==> config.mk <==
export PLATFORM = sky130hd
export DESIGN_NAME = ecdsa_sign_ctrl_flat
export DESIGN_NICKNAME = d
export VERILOG_FILES = /design/src/rtl/ecdsa_sign_ctrl_if.sv /design/src/rtl/ecdsa_sign_ctrl.sv /design/src/flat_wrapper.sv
export SDC_FILE = /design/constraint.sdc
export NUM_CORES = 2
export LEC_CHECK = 0
export CAP_MARGIN = 20
export CORE_AREA = 5 5 679 681
export DETAILED_ROUTE_END_ITERATION = 10
export DIE_AREA = 0 0 684 686
export PLACE_DENSITY = 0.39
export SYNTH_ARGS = -nofsm -noshare
export SYNTH_HDL_FRONTEND = slang
export SYNTH_SLANG_ARGS = --single-unit
==> constraint.sdc <==
create_clock -name clk -period 37.1 [get_ports clk]
set_clock_uncertainty 0.2 [all_clocks]
set_input_delay 11.13 -clock clk [delete_from_list [all_inputs] [get_ports clk]]
set_output_delay 11.13 -clock clk [all_outputs]
set_load 0.01 [all_outputs]
==> src/rtl/ecdsa_sign_ctrl_if.sv <==
// Bundle of the signing command/result signals and the TRNG, point-multiplier
// and inverter handshakes that surround the ECDSA signing sequencer.
interface ecdsa_sign_ctrl_if #(
  parameter int WIDTH      = 64,
  parameter int HASH_WIDTH = 512,
  parameter int MAX_TRY    = 4
);
  localparam int AW = $clog2(MAX_TRY + 1);

  // command side
  logic                  start;
  logic [HASH_WIDTH-1:0] hash;
  logic [WIDTH-1:0]      priv_key;
  logic [WIDTH-1:0]      p;
  logic [WIDTH-1:0]      a;
  logic [WIDTH-1:0]      b;
  logic [WIDTH-1:0]      gx;
  logic [WIDTH-1:0]      gy;
  logic [WIDTH-1:0]      n;
  logic                  busy;
  logic                  done;
  logic                  fail;
  logic [WIDTH-1:0]      r;
  logic [WIDTH-1:0]      s;
  logic [AW-1:0]         attempts;

  // TRNG
  logic                  nonce_req;
  logic                  nonce_valid;
  logic [WIDTH-1:0]      nonce;

  // point multiplier (curve parameters forwarded from the latched copy)
  logic                  pm_start;
  logic [WIDTH-1:0]      pm_k;
  logic [WIDTH-1:0]      pm_p;
  logic [WIDTH-1:0]      pm_a;
  logic [WIDTH-1:0]      pm_b;
  logic [WIDTH-1:0]      pm_gx;
  logic [WIDTH-1:0]      pm_gy;
  logic                  pm_done;
  logic [WIDTH-1:0]      pm_x;
  logic                  pm_inf;

  // modular inverter
  logic                  inv_start;
  logic [WIDTH-1:0]      inv_x;
  logic                  inv_done;
  logic [WIDTH-1:0]      inv_res;

  modport master (
    input  start, hash, priv_key, p, a, b, gx, gy, n,
    input  nonce_valid, nonce, pm_done, pm_x, pm_inf, inv_done, inv_res,
    output busy, done, fail, r, s, attempts,
    output nonce_req, pm_start, pm_k, pm_p, pm_a, pm_b, pm_gx, pm_gy,
    output inv_start, inv_x
  );

  modport slave (
    output start, hash, priv_key, p, a, b, gx, gy, n,
    output nonce_valid, nonce, pm_done, pm_x, pm_inf, inv_done, inv_res,
    input  busy, done, fail, r, s, attempts,
    input  nonce_req, pm_start, pm_k, pm_p, pm_a, pm_b, pm_gx, pm_gy,
    input  inv_start, inv_x
  );
endinterface

==> src/rtl/ecdsa_sign_ctrl.sv <==
// ECDSA signing sequencer: truncates/reduces the hash, fetches a nonce,
// runs the external point multiplier and inverter in parallel, then forms
// s = k^-1 (e + r*d) mod n with an internal bit-serial modular multiplier.
// Degenerate nonces/results trigger a retry up to MAX_TRY attempts.
module ecdsa_sign_ctrl #(
  parameter int WIDTH      = 64,
  parameter int HASH_WIDTH = 512,
  parameter int MAX_TRY    = 4
) (
  input  logic              clk,
  input  logic              rst,
  ecdsa_sign_ctrl_if.master bus
);
  localparam int AW = $clog2(MAX_TRY + 1);
  localparam int CW = $clog2(WIDTH + 1);

  typedef enum logic [3:0] {
    S_IDLE, S_LOAD, S_NONCE, S_PMINV, S_RRED,
    S_MUL1, S_ADD, S_MUL2, S_CHK, S_DONE
  } state_t;

  state_t           state_q, state_d;
  logic             busy_q, busy_d;
  logic             done_q, done_d;
  logic             fail_q, fail_d;
  logic [WIDTH-1:0] r_q, r_d;
  logic [WIDTH-1:0] s_q, s_d;
  logic [AW-1:0]    att_q, att_d;
  logic             nreq_q, nreq_d;
  logic             pm_start_q, pm_start_d;
  logic             inv_start_q, inv_start_d;

  // secrets and intermediates that are wiped at the end of every operation
  logic [WIDTH-1:0] k_q, k_d;
  logic [WIDTH-1:0] kinv_q, kinv_d;
  logic [WIDTH-1:0] d_q, d_d;
  logic [WIDTH-1:0] t_q, t_d;
  logic [WIDTH-1:0] u_q, u_d;

  // working data
  logic [WIDTH-1:0] z_q, z_d;
  logic [WIDTH-1:0] n_q, n_d;
  logic [WIDTH-1:0] p_q, p_d;
  logic [WIDTH-1:0] a_q, a_d;
  logic [WIDTH-1:0] b_q, b_d;
  logic [WIDTH-1:0] gx_q, gx_d;
  logic [WIDTH-1:0] gy_q, gy_d;
  logic [WIDTH-1:0] e_q, e_d;
  logic [WIDTH-1:0] px_q, px_d;
  logic             inf_q, inf_d;
  logic [WIDTH-1:0] rw_q, rw_d;
  logic [WIDTH-1:0] sw_q, sw_d;
  logic [WIDTH-1:0] ma_q, ma_d;
  logic [WIDTH-1:0] mb_q, mb_d;
  logic [WIDTH+1:0] acc_q, acc_d;
  logic [CW-1:0]    cnt_q, cnt_d;

  logic             to_retry, to_fail, to_ok;
  logic [WIDTH+1:0] step_w, red_w, sum_w;
  logic [AW-1:0]    att_inc;

  // only the top WIDTH bits of the digest take part in signing
  logic             unused_hash;
  assign unused_hash = ^bus.hash;

  // x mod m for x < 2m
  function automatic logic [WIDTH+1:0] cond_sub(input logic [WIDTH+1:0] x,
                                                input logic [WIDTH-1:0] m);
    logic [WIDTH+1:0] mw;
    mw = {2'b00, m};
    return (x >= mw) ? (x - mw) : x;
  endfunction

  // one MSB-first multiplier step: acc = 2*acc (+ a) mod m
  function automatic logic [WIDTH+1:0] mod_step(input logic [WIDTH+1:0] acc,
                                                input logic [WIDTH-1:0] av,
                                                input logic             mbit,
                                                input logic [WIDTH-1:0] m);
    logic [WIDTH+1:0] v;
    v = cond_sub(acc << 1, m);
    if (mbit) v = cond_sub(v + {2'b00, av}, m);
    return v;
  endfunction

  assign bus.busy      = busy_q;
  assign bus.done      = done_q;
  assign bus.fail      = fail_q;
  assign bus.r         = r_q;
  assign bus.s         = s_q;
  assign bus.attempts  = att_q;
  assign bus.nonce_req = nreq_q;
  assign bus.pm_start  = pm_start_q;
  assign bus.pm_k      = k_q;
  assign bus.pm_p      = p_q;
  assign bus.pm_a      = a_q;
  assign bus.pm_b      = b_q;
  assign bus.pm_gx     = gx_q;
  assign bus.pm_gy     = gy_q;
  assign bus.inv_start = inv_start_q;
  assign bus.inv_x     = k_q;

  // Next-state, handshake and datapath decisions for the signing sequence.
  always_comb begin
    state_d     = state_q;
    busy_d      = busy_q;
    done_d      = 1'b0;
    fail_d      = 1'b0;
    r_d         = r_q;
    s_d         = s_q;
    att_d       = att_q;
    nreq_d      = nreq_q;
    pm_start_d  = pm_start_q;
    inv_start_d = inv_start_q;
    k_d         = k_q;
    kinv_d      = kinv_q;
    d_d         = d_q;
    t_d         = t_q;
    u_d         = u_q;
    z_d         = z_q;
    n_d         = n_q;
    p_d         = p_q;
    a_d         = a_q;
    b_d         = b_q;
    gx_d        = gx_q;
    gy_d        = gy_q;
    e_d         = e_q;
    px_d        = px_q;
    inf_d       = inf_q;
    rw_d        = rw_q;
    sw_d        = sw_q;
    ma_d        = ma_q;
    mb_d        = mb_q;
    acc_d       = acc_q;
    cnt_d       = cnt_q;
    to_retry    = 1'b0;
    to_fail     = 1'b0;
    to_ok       = 1'b0;
    step_w      = mod_step(acc_q, ma_q, mb_q[WIDTH-1], n_q);
    red_w       = cond_sub({2'b00, px_q}, n_q);
    sum_w       = cond_sub({2'b00, e_q} + {2'b00, t_q}, n_q);
    att_inc     = att_q + AW'(1);

    case (state_q)
      S_IDLE: begin
        if (bus.start) begin
          busy_d  = 1'b1;
          att_d   = '0;
          z_d     = bus.hash[HASH_WIDTH-1 -: WIDTH];
          d_d     = bus.priv_key;
          n_d     = bus.n;
          p_d     = bus.p;
          a_d     = bus.a;
          b_d     = bus.b;
          gx_d    = bus.gx;
          gy_d    = bus.gy;
          state_d = S_LOAD;
        end
      end
      S_LOAD: begin
        e_d = WIDTH'(cond_sub({2'b00, z_q}, n_q));
        if ((d_q == '0) || (d_q >= n_q)) begin
          to_fail = 1'b1;
        end else begin
          nreq_d  = 1'b1;
          state_d = S_NONCE;
        end
      end
      S_NONCE: begin
        // request drops for a cycle after every accepted nonce
        if (!nreq_q) begin
          nreq_d = 1'b1;
        end else if (bus.nonce_valid) begin
          nreq_d = 1'b0;
          att_d  = att_inc;
          if ((bus.nonce != '0) && (bus.nonce < n_q)) begin
            k_d         = bus.nonce;
            pm_start_d  = 1'b1;
            inv_start_d = 1'b1;
            state_d     = S_PMINV;
          end else if (att_inc == AW'(MAX_TRY)) begin
            to_fail = 1'b1;
          end
        end
      end
      S_PMINV: begin
        if (pm_start_q && bus.pm_done) begin
          pm_start_d = 1'b0;
          px_d       = bus.pm_x;
          inf_d      = bus.pm_inf;
        end
        if (inv_start_q && bus.inv_done) begin
          inv_start_d = 1'b0;
          kinv_d      = bus.inv_res;
        end
        if (!pm_start_q && !inv_start_q) begin
          if (inf_q) to_retry = 1'b1;
          else       state_d  = S_RRED;
        end
      end
      S_RRED: begin
        rw_d = WIDTH'(red_w);
        if (red_w == '0) begin
          to_retry = 1'b1;
        end else begin
          acc_d   = '0;
          ma_d    = WIDTH'(red_w);
          mb_d    = d_q;
          cnt_d   = '0;
          state_d = S_MUL1;
        end
      end
      S_MUL1: begin
        acc_d = step_w;
        mb_d  = mb_q << 1;
        cnt_d = cnt_q + CW'(1);
        if (cnt_q == CW'(WIDTH - 1)) begin
          t_d     = WIDTH'(step_w);
          state_d = S_ADD;
        end
      end
      S_ADD: begin
        u_d     = WIDTH'(sum_w);
        acc_d   = '0;
        ma_d    = kinv_q;
        mb_d    = WIDTH'(sum_w);
        cnt_d   = '0;
        state_d = S_MUL2;
      end
      S_MUL2: begin
        acc_d = step_w;
        mb_d  = mb_q << 1;
        cnt_d = cnt_q + CW'(1);
        if (cnt_q == CW'(WIDTH - 1)) begin
          sw_d    = WIDTH'(step_w);
          state_d = S_CHK;
        end
      end
      S_CHK: begin
        if (sw_q == '0) to_retry = 1'b1;
        else            to_ok    = 1'b1;
      end
      S_DONE: begin
        busy_d  = 1'b0;
        state_d = S_IDLE;
      end
      default: state_d = S_IDLE;
    endcase

    if (to_retry) begin
      if (att_q == AW'(MAX_TRY)) begin
        to_fail = 1'b1;
      end else begin
        nreq_d  = 1'b1;
        state_d = S_NONCE;
      end
    end
    if (to_ok) begin
      r_d     = rw_q;
      s_d     = sw_q;
      done_d  = 1'b1;
      state_d = S_DONE;
    end
    if (to_fail) begin
      r_d     = '0;
      s_d     = '0;
      done_d  = 1'b1;
      fail_d  = 1'b1;
      state_d = S_DONE;
    end
    if (state_d == S_DONE) begin
      k_d    = '0;
      kinv_d = '0;
      d_d    = '0;
      t_d    = '0;
      u_d    = '0;
    end
  end

  // Control, outputs and secret material: cleared by reset.
  always_ff @(posedge clk) begin
    if (rst) begin
      state_q     <= S_IDLE;
      busy_q      <= 1'b0;
      done_q      <= 1'b0;
      fail_q      <= 1'b0;
      r_q         <= '0;
      s_q         <= '0;
      att_q       <= '0;
      nreq_q      <= 1'b0;
      pm_start_q  <= 1'b0;
      inv_start_q <= 1'b0;
      k_q         <= '0;
      kinv_q      <= '0;
      d_q         <= '0;
      t_q         <= '0;
      u_q         <= '0;
    end else begin
      state_q     <= state_d;
      busy_q      <= busy_d;
      done_q      <= done_d;
      fail_q      <= fail_d;
      r_q         <= r_d;
      s_q         <= s_d;
      att_q       <= att_d;
      nreq_q      <= nreq_d;
      pm_start_q  <= pm_start_d;
      inv_start_q <= inv_start_d;
      k_q         <= k_d;
      kinv_q      <= kinv_d;
      d_q         <= d_d;
      t_q         <= t_d;
      u_q         <= u_d;
    end
  end

  // Working datapath registers: always rewritten before use, no reset needed.
  always_ff @(posedge clk) begin
    z_q   <= z_d;
    n_q   <= n_d;
    p_q   <= p_d;
    a_q   <= a_d;
    b_q   <= b_d;
    gx_q  <= gx_d;
    gy_q  <= gy_d;
    e_q   <= e_d;
    px_q  <= px_d;
    inf_q <= inf_d;
    rw_q  <= rw_d;
    sw_q  <= sw_d;
    ma_q  <= ma_d;
    mb_q  <= mb_d;
    acc_q <= acc_d;
    cnt_q <= cnt_d;
  end
endmodule

==> src/flat_wrapper.sv <==
// flat-port wrapper written by rule: the top's interface ports become plain ports
module ecdsa_sign_ctrl_flat 
#(
  parameter int WIDTH      = 64,
  parameter int HASH_WIDTH = 512,
  parameter int MAX_TRY    = 4
)
  (clk, rst, bus_start, bus_hash, bus_priv_key, bus_p, bus_a, bus_b, bus_gx, bus_gy, bus_n, bus_nonce_valid, bus_nonce, bus_pm_done, bus_pm_x, bus_pm_inf, bus_inv_done, bus_inv_res, bus_busy, bus_done, bus_fail, bus_r, bus_s, bus_attempts, bus_nonce_req, bus_pm_start, bus_pm_k, bus_pm_p, bus_pm_a, bus_pm_b, bus_pm_gx, bus_pm_gy, bus_inv_start, bus_inv_x);
  ecdsa_sign_ctrl_if #(.WIDTH(WIDTH), .HASH_WIDTH(HASH_WIDTH), .MAX_TRY(MAX_TRY)) bus_i ();
  input  logic clk;
  input  logic rst;
  input wire logic [$bits(bus_i.start)-1:0] bus_start;
  input wire logic [$bits(bus_i.hash)-1:0] bus_hash;
  input wire logic [$bits(bus_i.priv_key)-1:0] bus_priv_key;
  input wire logic [$bits(bus_i.p)-1:0] bus_p;
  input wire logic [$bits(bus_i.a)-1:0] bus_a;
  input wire logic [$bits(bus_i.b)-1:0] bus_b;
  input wire logic [$bits(bus_i.gx)-1:0] bus_gx;
  input wire logic [$bits(bus_i.gy)-1:0] bus_gy;
  input wire logic [$bits(bus_i.n)-1:0] bus_n;
  input wire logic [$bits(bus_i.nonce_valid)-1:0] bus_nonce_valid;
  input wire logic [$bits(bus_i.nonce)-1:0] bus_nonce;
  input wire logic [$bits(bus_i.pm_done)-1:0] bus_pm_done;
  input wire logic [$bits(bus_i.pm_x)-1:0] bus_pm_x;
  input wire logic [$bits(bus_i.pm_inf)-1:0] bus_pm_inf;
  input wire logic [$bits(bus_i.inv_done)-1:0] bus_inv_done;
  input wire logic [$bits(bus_i.inv_res)-1:0] bus_inv_res;
  output wire logic [$bits(bus_i.busy)-1:0] bus_busy;
  output wire logic [$bits(bus_i.done)-1:0] bus_done;
  output wire logic [$bits(bus_i.fail)-1:0] bus_fail;
  output wire logic [$bits(bus_i.r)-1:0] bus_r;
  output wire logic [$bits(bus_i.s)-1:0] bus_s;
  output wire logic [$bits(bus_i.attempts)-1:0] bus_attempts;
  output wire logic [$bits(bus_i.nonce_req)-1:0] bus_nonce_req;
  output wire logic [$bits(bus_i.pm_start)-1:0] bus_pm_start;
  output wire logic [$bits(bus_i.pm_k)-1:0] bus_pm_k;
  output wire logic [$bits(bus_i.pm_p)-1:0] bus_pm_p;
  output wire logic [$bits(bus_i.pm_a)-1:0] bus_pm_a;
  output wire logic [$bits(bus_i.pm_b)-1:0] bus_pm_b;
  output wire logic [$bits(bus_i.pm_gx)-1:0] bus_pm_gx;
  output wire logic [$bits(bus_i.pm_gy)-1:0] bus_pm_gy;
  output wire logic [$bits(bus_i.inv_start)-1:0] bus_inv_start;
  output wire logic [$bits(bus_i.inv_x)-1:0] bus_inv_x;
  assign bus_i.start = bus_start;
  assign bus_i.hash = bus_hash;
  assign bus_i.priv_key = bus_priv_key;
  assign bus_i.p = bus_p;
  assign bus_i.a = bus_a;
  assign bus_i.b = bus_b;
  assign bus_i.gx = bus_gx;
  assign bus_i.gy = bus_gy;
  assign bus_i.n = bus_n;
  assign bus_i.nonce_valid = bus_nonce_valid;
  assign bus_i.nonce = bus_nonce;
  assign bus_i.pm_done = bus_pm_done;
  assign bus_i.pm_x = bus_pm_x;
  assign bus_i.pm_inf = bus_pm_inf;
  assign bus_i.inv_done = bus_inv_done;
  assign bus_i.inv_res = bus_inv_res;
  assign bus_busy = bus_i.busy;
  assign bus_done = bus_i.done;
  assign bus_fail = bus_i.fail;
  assign bus_r = bus_i.r;
  assign bus_s = bus_i.s;
  assign bus_attempts = bus_i.attempts;
  assign bus_nonce_req = bus_i.nonce_req;
  assign bus_pm_start = bus_i.pm_start;
  assign bus_pm_k = bus_i.pm_k;
  assign bus_pm_p = bus_i.pm_p;
  assign bus_pm_a = bus_i.pm_a;
  assign bus_pm_b = bus_i.pm_b;
  assign bus_pm_gx = bus_i.pm_gx;
  assign bus_pm_gy = bus_i.pm_gy;
  assign bus_inv_start = bus_i.inv_start;
  assign bus_inv_x = bus_i.inv_x;
  ecdsa_sign_ctrl #(.WIDTH(WIDTH), .HASH_WIDTH(HASH_WIDTH), .MAX_TRY(MAX_TRY)) u_core (.clk(clk), .rst(rst), .bus(bus_i));
endmodule
==> flow_metrics.py <==
metrics = {
    "route": {
        "wl_per_cell_um": 37.64,
        "vias_per_cell": 4.734,
        "antenna_left": 0,
        "firstDrtPassIters": 5,
        "drt-total-wl_mm": 592.9,
        "drt-initial-drc-count": 7247,
        "vias": 74570,
        "drcViolationCount": 0,
    },
    "clock_tree": {
        "clk_pin_slew_ps": 60,
        "post_cts_buffers": 0,
        "clock_latency_ps": 930,
        "cts-buffers-inserted": 187,
        "h-tree-depth": 4,
        "root_buffer": "clkbuf_16",
        "cts_resized": 0,
        "postCtsHoldBufs": 0,
        "clockBufferDepth": 4,
        "clock_sinks": 1302,
        "cts_tree": "done",
    },
    "timing": {
        "post-route-period-util_pct": 46.12,
        "setup_tns_ps": 0,
        "fin_hold_ws_ps": 251.7,
        "slew_violations": 0,
        "worst_pin_slew_ps": 1297,
        "final.min_clock_period_ps": 17110,
        "final_hold_viol_count": 0,
        "rsz0062_at_grt": "no",
        "setup_violations": 0,
        "fmax_mhz": 58.44,
        "slew_headroom_pct": 13.52,
    },
    "floorplanning": {
        "die_w_um": 684,
        "die_h_um": 686,
        "coreArea_um2": 454600,
        "fp-row-count": 248,
        "boundaryPins": 1744,
        "initial_core_util_pct": 17.41,
        "die_area_um2": 469200,
    },
    "synth": {
        "ys_ff_latch": 1302,
        "synth.top_cell.area_share_pct": 34.34,
        "synth_area_leader_cell": "edfxtp_1",
        "syn_area_um2": 79140,
        "synth-async-reset-ratio_pct": 0,
        "synth.top_cells.by_area": "edfxtp_1 (34%), dfxtp_1 (10%), ha_1 (9.2%), a21oi_1 (5.7%), nand2_1 (5.1%)",
        "yosysSeqAreaShare_pct": 44.38,
        "synth_top_family_by_area": "compound AO/OA/AOI/OAI gates",
        "synth_compound_area_share_pct": 20.41,
        "synth_top_flop_cell": "edfxtp_1",
        "synth_fa_ha_area_share_pct": 9.331,
        "synth_cell_types": 96,
        "synth_cells": 8290,
        "synth_xor_area_share_pct": 4.128,
        "synth-simple-area-share_pct": 15.25,
        "synth.avg_cell_area_um2": 9.546,
        "muxShareOfSynthArea_pct": 2.760,
        "ys_warn_count": 0,
        "synth_nets": 10040,
        "synth_edf_count": 905,
    },
    "worst_setup_path": {
        "reg2regPathDepth": 39,
        "endpoint_kind": "flip-flop",
        "worst-setup-path-type": "in -> reg",
        "crit_fanout": 70,
        "worst_ep_required_time_ps": 37650,
        "crit_arrival_ps": 17660,
        "critPathLaunchType": "primary input",
    },
    "placement": {
        "hpwlAfterDp_mm": 505.2,
        "place_congestion": 0.9502,
        "port_buffers": 1295,
    },
    "global_route": {
        "grt_pass1_wl_mm": 747.9,
        "antenna_found_initial": 305,
        "overflow": 0,
        "grt_pass1_vias": 70470,
        "grt_max_degree": 126,
        "grtUsageTotal_pct": 24.11,
    },
    "min_path": {
        "hold_class": "reg -> reg",
        "whs_path_depth": 2,
    },
    "finish": {
        "largest_register_ffs": 65,
        "multi_input_area_um2": 41290,
        "fin_nets": 11280,
        "syn_to_final_growth_pct": 33.57,
        "drive_above_1_share_pct": 7.276,
        "top_register": "u_core.acc_q",
        "seqCellArea_um2": 35120,
        "num-fill-cells": 49400,
    },
    "power": {
        "p_leak_nw": 38.90,
        "peakVddDrop_v": 0.00008618,
        "p_total_w": 0.01017,
        "p_per_area_nw_per_um2": 96.22,
    },
    "job": {
        "maxCapViolCount": 0,
    },
    "outcome": {
        "status": "completed",
    },
}
-- cell usage after synthesis (all sizes together), types with 139 or more instances --
cell type / count
a21o: 309
a21oi: 897
buf: 155
clkbuf: 297
dfxtp: 397
edfxtp: 905
ha: 579
inv: 240
nand2: 1079
nand4: 139
nor2: 591
o21ai: 431
xnor2: 224
xor2: 149
-- cell families after synthesis --
| group | Yosys count |
|---|---|
| multiplexers | 205 |
| AND/OR/NAND/NOR | 2616 |
| adder cells (fa/ha/maj) | 586 |
| XOR/XNOR | 373 |
| AO/OA/AOI/OAI | 2516 |
| buffers and inverters | 692 |
| flip-flops | 1302 |
-- where the power goes --
part	total [W]	switching [W]	internal (W)
sequential	0.00211	0.000177	0.00193
clock	0.00186	0.000775	0.00108
combinational	0.00621	0.00420	0.00201
total	0.0102	0.00515	0.00502
-- layout by cell type (no fill, tap or decap), types with 87 or more instances in the layout --
cell	n
nor2_1	587
mux2_2	105
clkbuf_16	194
ha_1	579
a211oi_1	115
buf_4	209
a21o_1	309
nor4_1	87
nor3_1	125
nand4_1	139
o21ai_0	389
a21oi_1	895
xor2_1	149
clkdlybuf4s50_1	1294
dfxtp_1	397
nand2_1	1075
edfxtp_1	905
nand3_1	135
xnor2_1	224
inv_1	236
mux2i_1	99
-- per-layer routing --
metal / up-vias / track usage [%] / wire (um)
met5: - / 0 / 1659
met4: 250 / 12.71 / 38660
met3: 958 / 8.686 / 56720
met2: 3351 / 38.30 / 262900
met1: 36560 / 28.45 / 232900
li1: 33450 / - / -
-- cell type report --
type | count | share of cell area [%]
tap | 6000 | 7.102
antenna | 62 | 0.1468
sequential | 1302 | 33.23
timing repair buffer | 1509 | 13.80
clock inverter | 86 | 0.7943
inverter | 240 | 0.8605
multi-input combinational | 6296 | 39.06
clock buffer | 257 | 5.006
-- path summary, 6_finish.rpt --
check,start,to,slack (ps)
setup / recovery,bus_nonce[0],u_core.bus.inv_x[33]$_SDFFE_PP0P_,19990
hold reg to reg,u_core.bus.s[4]$_SDFFE_PP0P_,u_core.bus.s[4]$_SDFFE_PP0P_,250
setup reg to reg,u_core.n_q[4]$_DFFE_PP_,u_core.sw_q[41]$_DFFE_PP_,23220
hold / removal,u_core.bus.s[4]$_SDFFE_PP0P_,u_core.bus.s[4]$_SDFFE_PP0P_,250
-- worst max-delay path: stages --
cell,delay (ps)
clkdlybuf4s50_1,660
nand2b_1,330
a21o_1,190
a21o_1,110
a211oi_1,70
o21ai_0,620
and3_1,320
o21ai_0,120
a31oi_1,230
o2111ai_1,240
o211ai_1,170
a21oi_2,90
nand2_4,600
buf_4,780
buf_4,890
buf_4,820
nor2_1,110
-- stage by stage --
step / std cells / setup WS [ps] / instance area [um2] / utilization, %
after floorplan: 8290 / 12330 / 79140 / -
after global placement: 15340 / 18830 / 99370 / 21.86
after detailed placement: 15350 / 18940 / 99400 / 21.87
after CTS: 15690 / 19910 / 105500 / 23.21
after global routing: 15700 / 19630 / 105600 / 23.22
final: 15750 / 19990 / 105700 / 23.25
(Power assumes the default switching activity.)
